<file path="config.mk">
export PLATFORM = sky130hd
export DESIGN_NAME = serv_rf_ram_arb
export DESIGN_NICKNAME = d
export VERILOG_FILES = /design/src/rtl/serv_rf_ram_arb.sv
export SDC_FILE = /design/constraint.sdc
export NUM_CORES = 1
export LEC_CHECK = 0
export ABC_AREA = 1
export BUFFER_PORTS_ARGS = -buffer_cell sky130_fd_sc_hd__buf_2
export CAP_MARGIN = 40
export CORE_MARGIN = 2
export CORE_UTILIZATION = 39
export DETAILED_ROUTE_END_ITERATION = 6
export PLACE_DENSITY = 0.91
export SLEW_MARGIN = 30
export SYNTH_ARGS = -nofsm -noshare
export SYNTH_HDL_FRONTEND = slang
export SYNTH_SLANG_ARGS = --single-unit
</file>
<file path="constraint.sdc">
create_clock -name i_clk -period 1.9 [get_ports i_clk]
set_input_delay 0.095 -clock i_clk [delete_from_list [all_inputs] [get_ports i_clk]]
set_output_delay 0.095 -clock i_clk [all_outputs]
set_load 0.02 [all_outputs]
</file>
<file path="src/rtl/serv_rf_ram_arb.sv">
// rtl/serv_rf_ram_arb.sv - RF-priority SRAM arbiter that slots host word accesses into idle RAM cycles
module serv_rf_ram_arb #(
    parameter int width = 8,
    parameter int aw    = 6
) (
    input  logic             i_clk,
    input  logic             i_rst_n,
    input  logic [aw-1:0]    i_rf_waddr,
    input  logic [width-1:0] i_rf_wdata,
    input  logic             i_rf_wen,
    input  logic [aw-1:0]    i_rf_raddr,
    input  logic             i_rf_ren,
    output logic [width-1:0] o_rf_rdata,
    input  logic             i_h_valid,
    output logic             o_h_ready,
    input  logic             i_h_we,
    input  logic [aw-1:0]    i_h_addr,
    input  logic [width-1:0] i_h_wdata,
    output logic             o_h_rvalid,
    input  logic             i_h_rready,
    output logic [width-1:0] o_h_rdata,
    output logic [aw-1:0]    o_waddr,
    output logic [width-1:0] o_wdata,
    output logic             o_wen,
    output logic [aw-1:0]    o_raddr,
    output logic             o_ren,
    input  logic [width-1:0] i_rdata
);

    typedef enum logic [1:0] {
        IDLE      = 2'd0,
        RD_ISSUED = 2'd1,
        RD_HOLD   = 2'd2
    } state_t;

    state_t           state;
    state_t           state_next;
    logic             ren_d;
    logic             h_rvalid_next;
    logic [width-1:0] h_rdata_next;
    logic             hwg;
    logic             hrg;

    // The RF side samples i_rdata one and two cycles after its strobe, so a
    // host read must avoid both the strobe cycle and the one after it.
    assign o_h_ready = i_rst_n & (state == IDLE) &
                       (i_h_we ? !i_rf_wen : (!i_rf_ren & !ren_d));

    assign hwg = i_h_valid & o_h_ready & i_h_we;
    assign hrg = i_h_valid & o_h_ready & !i_h_we;

    assign o_wen   = i_rf_wen | hwg;
    assign o_waddr = hwg ? i_h_addr : i_rf_waddr;
    assign o_wdata = hwg ? i_h_wdata : i_rf_wdata;

    assign o_ren   = i_rf_ren | hrg;
    assign o_raddr = hrg ? i_h_addr : i_rf_raddr;

    assign o_rf_rdata = i_rdata;

    always_comb begin
        state_next    = state;
        h_rvalid_next = o_h_rvalid;
        h_rdata_next  = o_h_rdata;
        case (state)
            IDLE: begin
                if (hrg) begin
                    state_next = RD_ISSUED;
                end
            end
            RD_ISSUED: begin
                state_next    = RD_HOLD;
                h_rdata_next  = i_rdata;
                h_rvalid_next = 1'b1;
            end
            RD_HOLD: begin
                if (i_h_rready) begin
                    state_next    = IDLE;
                    h_rvalid_next = 1'b0;
                end
            end
            default: begin
                state_next    = IDLE;
                h_rvalid_next = 1'b0;
            end
        endcase
    end

    always_ff @(posedge i_clk or negedge i_rst_n) begin
        if (!i_rst_n) begin
            state      <= IDLE;
            ren_d      <= 1'b0;
            o_h_rvalid <= 1'b0;
            o_h_rdata  <= '0;
        end else begin
            state      <= state_next;
            ren_d      <= i_rf_ren;
            o_h_rvalid <= h_rvalid_next;
            o_h_rdata  <= h_rdata_next;
        end
    end

endmodule

</file>
==> out/results.txt, run 1 <==
Outcome = complete, no violations
Vias after detailed routing = 1095
Util after Layout = 0.604
Total power draw = 0.922 mW
Die Wd = 52.7 um
Mapped Cells = 122
Cell Area, Synth = 925 sq um
Synth cell count leaders = nand2_1, nand4_1, dfrtp_1
VDD IR-drop max = 0.536 mV
FF-to-FF setup slack = 0.68 ns
Cts hold-fix bufs = 2
# Post-CTS Setup Buffers = 0
Reg clk slew, reported paths = 0.07 ns
Clock buffer depth = 2
PwrDens = 684 nW/um^2
Critical path required time = 1.80 ns
Post-synth EDFFs = 0
DRT antenna net count = 0
DRT Wirelength = 2610 um
Cells along the critical path = dlygate4sd3_1, buf_2, nor2_1, nor2_1, nor2_2, buf_4, nand4_1, nand2_1, buf_2
Slew Limit Headroom = 0.744
Largest net degree at the start of global routing = 23
Drt pass-1 iters = 4
Register area share after synthesis = 0.325
Minimum clock period after layout = 1.73 ns
Synth Register Bits = 12
Most common cell in the netlist = nand2_1
Gpl congestion = 0.745
Hold Crit Class = in2reg
Core area = 2230 sq um
Element type at the critical path start = primary input
Dpl hpwl = 2130 um
Final Cycle Share = 0.909
GR Util All Layers = 0.184
Fin Setup TNS = 0 ns
Clock skew = 0.00633 ns
Wire per inst = 11.3 um
Io pins = 89
Critical path class = in2out
Full die area = 2780 sq um
Drt via density = 4.76
Initial antenna violation count = 0
Post-synthesis async set-or-reset flop share = 1.00
Setup ws final = 0.174 ns
Top_reg_cell synth = dfrtp_1
FP Rows = 17
Worst Tran Pin Value = 0.384 ns
Pins Over Slew Limit = 0
Iter 0 DRT Violations = 35
Synth warnings = 0
I/O Buffers = 88
Final-stage net count = 253
Root buffer cell = clkbuf_4
Clock sinks = 12
Final hold vios = 0
Remaining Overflow, GRT = 0
Synth top area share = 0.325
Post_cts resized = 0
Vias in the first global route = 947
RSZ-0062 raised after global routing = false
Residual DRC count = 0
Synth unique cells = 18
Crit Path Max Fanout = 21
Die H = 52.7 um
Critical path endpoint category = output port
Area Overhead vs Synth = 45.9%
Global-route wire length before repair = 3950 um
Htree depth = 1
Static Leakage = 0.815 nW
FMAX = 0.579 GHz
Crit path largest cell delay = 0.53 ns
Layout cells sized above 1 = 0.540
Critical-path top delay cell = dlygate4sd3_1
Synthesized net count = 171
CTS tree = yes
Diode count = 0
Max_cap viols = 0
Worst Path Arrival = 1.63 ns
Inserted Clock Buffers = 3
Clock Latency Late Sink = 0.26 ns
Dpl ws = 0.541 ns
Final setup fails = 0
Synth top area cells = dfrtp_1, nand2_1, nand4_1
Synth area leader = dfrtp_1
Starting Density = 0.414
Syn Area/Cell = 7.58 sq um
## cell families (layout without fill, tap and decap cells)
group | Yosys count | after routing | synth area share
buf+inv | 22 | 102 | 0.146
flops | 12 | 12 | 0.325
compound gates | 2 | 2 | 0.0149
mux | 8 | 8 | 0.0974
simple gates | 78 | 78 | 0.417
## per-layer routing
layer  vias to the layer above  global-route usage  wire [um]
li1                        564                   -          -
met1                       496               0.242       1020
met2                        35               0.317       1430
met3                         0              0.0371        160
met4                         0              0.0256          0
met5                         -                   0          0
## final timing paths
path | from | endpoint | depth (start not counted)
worst max-delay path | i_rf_ren | o_wdata[3] | 9
worst min-delay path | i_rdata[5] | o_h_rdata[5] | 2
worst max register to register | state[1] | o_h_rdata[4] | 3
worst min register to register | o_h_rvalid | o_h_rvalid | 2
max in group asynchronous | i_rst_n | o_h_rdata[3] | 3
min in group asynchronous | i_rst_n | o_h_rvalid | 3
## metrics by stage
step | cell area (sq um) | std cells | hold slack (ns)
after floorplan | 925 | 122 | -0.201
after global placement | 1310 | 225 | 0.0779
after detailed placement | 1310 | 225 | 0.0833
after CTS | 1350 | 230 | 0.0656
after global routing | 1350 | 230 | 0.0747
final | 1350 | 230 | 0.0745
## placed cells by master (no fill, tap or decap), drive strengths merged
master / n
buf: 90
nor2: 6
clkbuf: 3
dlygate4sd3: 2
nand3: 1
nand4: 22
dfrtp: 12
inv: 7
o21ai: 2
mux2: 8
nand2: 49
## critical path, delay by kind of cell
kind / cells / cell delay (ns)
buffers and inverters: 4 / 1.06
and+or+nand+nor: 5 / 0.46
## final cells by class
class                      instances  area, sq um
clock buffer                       3         22.5
fill                             205          885
inverter                           7         26.3
multi-input combinational         88          489
sequential                        12          300
tap                               28         35.0
timing repair buffer              92          475
## where the power goes
part	total (mW)	switching (mW)	internal (mW)
logic	0.436	0.264	0.173
clock network	0.142	0.0688	0.0729
registers	0.344	0.0276	0.317
total	0.922	0.360	0.562
## flip-flops by register name (all words and copies together) (netlist names)
| signal | count |
|---|---|
| o_h_rdata | 8 |
| o_h_rvalid | 1 |
| ren_d | 1 |
| state | 2 |
Power figures use the tool's default switching activity.
==> run 2: changes to the inputs <==
--- a/config.mk
+++ b/config.mk
@@ -5,11 +5,10 @@
 export SDC_FILE = /design/constraint.sdc
 export NUM_CORES = 1
 export LEC_CHECK = 0
-export ABC_AREA = 1
 export BUFFER_PORTS_ARGS = -buffer_cell sky130_fd_sc_hd__buf_2
 export CAP_MARGIN = 40
 export CORE_MARGIN = 2
-export CORE_UTILIZATION = 39
+export CORE_UTILIZATION = 37
 export DETAILED_ROUTE_END_ITERATION = 6
 export PLACE_DENSITY = 0.91
 export SLEW_MARGIN = 30
==> out/results.txt, run 2 <==
Outcome = complete, no violations
Clock buffer depth = 2 (unchanged)
Worst Path Arrival = 1.75 ns (+0.12 ns)
Max reg flops = 8 (unchanged)
Synth area leader = dfrtp_1
Synth cell count leaders = mux2_2, dfrtp_1, mux2_4
Comb pwr share = 0.417 (-0.056)
Cells along the critical path = and4bb_4, nand3_4, mux2_4, buf_2
Area Overhead vs Synth = 64.0%
Static Leakage = 0.791 nW (-2.9%)
FMAX = 0.542 GHz (-6.5%)
Critical path required time = 1.80 ns (about the same)
FP Rows = 17 (unchanged)
Biggest register = o_h_rdata
# fillers = 199 (-2.9%)
Reg power frac = 0.365 (-0.008)
Final Cell Area = 1360 sq um (+1.0%)
Synth warnings = 0 (unchanged)
Layout cells sized above 1 = 0.829 (+0.290)
Hold Crit Class = in2reg
Drt pass-1 iters = 4 (unchanged)
Io pins = 89 (unchanged)
Crit path largest cell delay = 0.41 ns (-0.12 ns)
Top Registers = o_h_rdata: 8 flops, state: 2 flops
Post-synth EDFFs = 0 (unchanged)
Cell Area, Synth = 831 sq um (-10%)
Final-stage net count = 208 (-18%)
Register area share after synthesis = 0.361 (+0.0367)
Synth top area share = 0.361 (+0.0367)
Slew Limit Headroom = 0.819 (+0.0744)
CTS tree = yes
Wire per inst = 12.2 um (+7.2%)
Max_cap viols = 0 (unchanged)
Post-synthesis async set-or-reset flop share = 1.00 (unchanged)
Commonest non-fill, non-tap cells in the layout = buf_2, mux2_2, dfrtp_1
Core area = 2170 sq um (-2.9%)
Synthesized net count = 115 (-33%)
Cell Area, Placed = 1240 sq um (-4.7%)
Element type at the critical path start = register
PwrDens = 665 nW/um^2 (-2.7%)
Residual DRC count = 0 (unchanged)
Net Sw Power = 0.310 mW (-14%)
Iter 0 DRT Violations = 1 (-97%)
Top_reg_cell synth = dfrtp_1
Vias in the first global route = 770 (-19%)
Clock Latency Late Sink = 0.26 ns (about the same)
I/O Buffers = 88 (unchanged)
Dpl hpwl = 1900 um (-11%)
Syn Area/Cell = 12.6 sq um (+66%)
Final Cycle Share = 0.972 (+0.0632)
Diode count = 0 (unchanged)
RSZ-0062 raised after global routing = true
Pins Over Slew Limit = 0 (unchanged)
Inserted Clock Buffers = 3 (unchanged)
DRT antenna net count = 0 (unchanged)
DRT Wirelength = 2260 um (-13%)
Full die area = 2640 sq um (-4.9%)
Die H = 51.4 um (-2.5%)
Clk pwr share = 0.218 (+0.064)
Global-route wire length before repair = 3240 um (-18%)
Critical-path top delay cell = dfrtp_1
Clock sinks = 12 (unchanged)
Die Wd = 51.4 um (-2.5%)
Final hold vios = 0 (unchanged)
Drt via density = 4.66 (-2.2%)
Critical path class = reg2out
VDD IR-drop max = 0.308 mV (-42%)
Clock skew = 0.00170 ns (-0.00463 ns)
Fin Setup TNS = 0 ns (unchanged)
Mapped Cells = 66 (-46%)
Most common cell in the netlist = mux2_2
Critical path endpoint category = output port
Reg clk slew, reported paths = 0.08 ns (about the same)
Final setup fails = 0 (unchanged)
Synth unique cells = 18 (unchanged)
GR Util All Layers = 0.162 (-0.0222)
Initial antenna violation count = 0 (unchanged)
Most common library cell in the layout ignoring fill and taps = buf_2
Vias after detailed routing = 866 (-21%)
Synth Register Bits = 12 (unchanged)
Switching Share = 0.342 (-0.0484)
Minimum clock period after layout = 1.85 ns (+0.120 ns)
Htree depth = 1 (unchanged)
Largest net degree at the start of global routing = 14 (-39%)
Crit Path Max Fanout = 8 (-62%)
Remaining Overflow, GRT = 0 (unchanged)
Gpl congestion = 0.783 (+5.1%)
P_int = 0.596 mW (+6.1%)
Synth top area cells = dfrtp_1, mux2_2, mux2_4
Starting Density = 0.383 (-0.0311)
Root buffer cell = clkbuf_4
Total power draw = 0.906 mW (-1.7%)
Worst Tran Pin Value = 0.270 ns (-0.114 ns)
## run 2: cell count changes after synthesis, sizes merged, moves of 2 or more
cell	previous run	this run
clkbuf	3	0
inv	7	2
nand2	49	2
nor2	6	2
a21o	0	2
mux2	8	28
buf	12	10
nand4	22	0
## run 2: what timing repair did
action                                  CTS  global route
resized for setup                         0             3
endpoints found under the setup margin   14            20
hold buffers                              2             0
cloned                                    1             0
pin swaps                                 1             1
buffers inserted                          0             5
hold endpoints to repair                 13             0
## run 2: worst paths after layout
kind                            cells after the start           end  startpoint  slack (ns)
max in group asynchronous                           3  o_h_rdata[7]     i_rst_n        1.44
min in group asynchronous                           3  o_h_rdata[5]     i_rst_n        0.31
worst min-delay path                                2  o_h_rdata[6]  i_rdata[6]        0.08
worst max-delay path                                4    o_wdata[1]    state[0]        0.05
worst min register to register                      1    o_h_rvalid  o_h_rvalid        0.49
worst max register to register                      5  o_h_rdata[7]    state[0]        0.53
## run 2: worst max-delay path: cells and delay by family (launching register included)
family | cells | cell delay, ns
AND/OR/NAND/NOR | 2 | 0.58
buffers and inverters | 1 | 0.16
multiplexers | 1 | 0.34
flip-flops | 1 | 0.41
## run 2: cell type report
type                            count  area (sq um)  area share
Tap cell                           28          35.0      0.0257
Clock buffer                        4          36.3      0.0266
Timing Repair Buffer               97           513       0.376
Multi-Input combinational cell     43           470       0.345
Inverter                            2          7.51     0.00551
Sequential cell                    12           300       0.220
## run 2: logic make-up (layout without fill, tap and decap cells)
kind of cell	after synthesis	count (layout)	share of synthesized area
multiplexers	28	28	0.420
flip-flops	12	12	0.361
AO/OA/AOI/OAI	5	5	0.0391
AND/OR/NAND/NOR	9	10	0.0783
buffers and inverters	12	103	0.101
## run 2: layer usage
metal  global-route usage  share of wire  vias up
met1                0.163           0.35      386
met2                0.335           0.53       62
met4               0.0263         0.0027        0
met5                    0              0        -
li1                     -              -      416
met3               0.0322           0.11        2
## run 2: power groups by stage
stage	Clock (mW)	Sequential [mW]	Combinational (mW)
after floorplan	0	0.400	0.162
after detailed placement	0	0.337	0.371
after global placement	0	0.333	0.363
final	0.198	0.331	0.378
after global routing	0.219	0.337	0.406
after CTS	0.204	0.332	0.377
## run 2: per-stage QoR
stage | setup WS (ns) | util | hold slack [ns] | instances
after floorplan | 0.434 | - | -0.201 | 66
after global placement | 0.302 | 0.574 | 0.0435 | 174
after detailed placement | 0.263 | 0.574 | 0.0461 | 174
after CTS | -0.000254 | 0.604 | 0.0694 | 181
after global routing | -0.0118 | 0.628 | 0.0600 | 186
final | 0.0534 | 0.628 | 0.0754 | 186
==> run 3: changes to the inputs <==
--- a/config.mk
+++ b/config.mk
@@ -6,7 +6,7 @@
 export NUM_CORES = 1
 export LEC_CHECK = 0
 export BUFFER_PORTS_ARGS = -buffer_cell sky130_fd_sc_hd__buf_2
-export CAP_MARGIN = 40
+export CORE_ASPECT_RATIO = 1.4
 export CORE_MARGIN = 2
 export CORE_UTILIZATION = 37
 export DETAILED_ROUTE_END_ITERATION = 6
==> out/results.txt, run 3 (same netlist as run 2, synthesis figures left out) <==
Outcome = complete, no violations
Clock buffer depth = 2 (unchanged)
Crit Path Max Fanout = 8 (unchanged)
Static Leakage = 0.776 nW (-1.9%)
Hold slack = 0.0770 ns (+0.00154 ns)
PwrDens = 640 nW/um^2 (-3.8%)
Metal-1 WL = 753 um (-6.2%)
Slew Limit Headroom = 0.761 (-0.0575)
Highest routed layer = met4
Die H = 60.1 um (+17%)
DRT antenna net count = 0 (unchanged)
Wire per inst = 13.1 um (+7.7%)
Full die area = 2650 sq um (+0.21%)
Residual DRC count = 0 (unchanged)
Clock skew = 0.00132 ns (-0.000381 ns)
Remaining Overflow, GRT = 0 (unchanged)
I/O Buffers = 88 (unchanged)
Element type at the critical path start = register
Biggest register = o_h_rdata
Final setup fails = 0 (unchanged)
HP Start = i_rdata[5]
FP Rows = 20 (+3)
Core area = 2150 sq um (-0.81%)
Multi-input logic area = 470 sq um (unchanged)
Setup ws final = 0.0508 ns (-0.00264 ns)
Final Cycle Share = 0.973 (+0.00139)
Gpl congestion = 0.727 (-7.1%)
Io pins = 89 (unchanged)
Total power draw = 0.860 mW (-5.1%)
Iter 0 DRT Violations = 3 (+2)
GR Util All Layers = 0.179 (+0.0175)
Commonest non-fill, non-tap cells in the layout = buf_2, mux2_2, dfrtp_1
Minimum clock period after layout = 1.85 ns (+0.00264 ns)
Worst r2r src = state[1]
Max_cap viols = 0 (unchanged)
Largest net degree at the start of global routing = 14 (unchanged)
Top Registers = o_h_rdata: 8 flops, state: 2 flops
Critical path class = reg2out
Die Wd = 44.1 um (-14%)
# fillers = 173 (-13%)
Clock Latency Late Sink = 0.26 ns (about the same)
Root buffer cell = clkbuf_4
Worst Path Arrival = 1.75 ns (about the same)
Clock sinks = 12 (unchanged)
Most common library cell in the layout ignoring fill and taps = buf_2
Met3 routed WL = 307 um (+27%)
Initial antenna violation count = 0 (unchanged)
Max reg flops = 8 (unchanged)
FF-to-FF setup slack = 0.64 ns (+0.11 ns)
Pins Over Slew Limit = 0 (unchanged)
Global-route wire length before repair = 3440 um (+6.4%)
Hold Crit Class = in2reg
Inserted Clock Buffers = 3 (unchanged)
Dpl hpwl = 1980 um (+4.3%)
Diode count = 0 (unchanged)
DRT Wirelength = 2310 um (+1.9%)
Setup crit start = state[0]
Worst Tran Pin Value = 0.353 ns (+0.0833 ns)
Final-stage net count = 205 (-1.4%)
Final hold vios = 0 (unchanged)
Vias after detailed routing = 861 (-0.58%)
Area Overhead vs Synth = 61.7%
FMAX = 0.541 GHz (-0.14%)
CTS tree = yes
Starting Density = 0.386 (+0.00312)
Met2 wire length = 1230 um (+1.4%)
Dpl ws = 0.249 ns (-0.0142 ns)
Reg area = 300 sq um (unchanged)
Layout cells sized above 1 = 0.825 (-0.00444)
Vias in the first global route = 847 (+10%)
Htree depth = 1 (unchanged)
Critical path endpoint category = output port
VDD IR-drop max = 0.251 mV (-19%)
Drt pass-1 iters = 4 (unchanged)
Critical path required time = 1.80 ns (about the same)
Reg clk slew, reported paths = 0.06 ns (-0.02 ns)
Drt via density = 4.89 (+5.1%)
-- run 3: cell count changes in the layout (fill, tap and decap cells not counted), sizes merged --
cell | previous run | this run
buf | 95 | 92
clkbuf | 4 | 3
-- run 3: area by class of cell --
| cell class | instances | area share |
|---|---|---|
| Clock buffer | 3 | 0.0168 |
| Inverter | 2 | 0.00559 |
| Multi-Input combinational cell | 43 | 0.350 |
| Sequential cell | 12 | 0.223 |
| Tap cell | 22 | 0.0205 |
| Timing Repair Buffer | 94 | 0.384 |
-- run 3: path summary, 6_finish.rpt --
path | depth (start not counted) | end
setup / recovery | 4 | o_wdata[3]
max in group asynchronous | 3 | o_h_rdata[7]
setup reg to reg | 3 | o_h_rdata[6]
hold / removal | 2 | o_h_rdata[5]
hold reg to reg | 1 | o_h_rdata[4]
min in group asynchronous | 3 | o_h_rdata[2]
-- run 3: worst max-delay path, stage by stage (launching register included) --
cell      delay, ns
dfrtp_1        0.41
and4bb_4       0.42
nand3_4        0.17
mux2_4         0.34
buf_2          0.16
-- run 3: routing by layer --
layer,GRT usage,up-vias
met1,0.170,376
met5,0,-
li1,-,407
met2,0.353,76
met4,0.0909,0
met3,0.0302,2
-- run 3: power breakdown --
group	total [mW]	internal (mW)	switching, mW
combinational	0.388	0.179	0.209
sequential	0.331	0.307	0.0239
clock	0.142	0.0730	0.0687
-- run 3: metrics by stage --
| step | std cells | utilization | cell area, sq um | setup TNS [ns] |
|---|---|---|---|---|
| 6_report | 176 | 0.624 | 1340 | 0 |
| 5_1_grt | 176 | 0.624 | 1340 | -0.0520 |
| 4_1_cts | 174 | 0.599 | 1290 | 0 |
| 3_5_place_dp | 168 | 0.575 | 1240 | 0 |
| 3_3_place_gp | 168 | 0.575 | 1240 | 0 |
| 2_1_floorplan | 66 | - | 831 | 0 |
-- run 3: what timing repair did --
item | CTS | global route
endpoints found under the setup margin | 14 | 20
pin swaps | 1 | 1
cloned | 1 | 0
hold endpoints to repair | 13 | 0
hold buffers | 2 | 0
resized for setup | 0 | 12
buffers inserted | 0 | 2
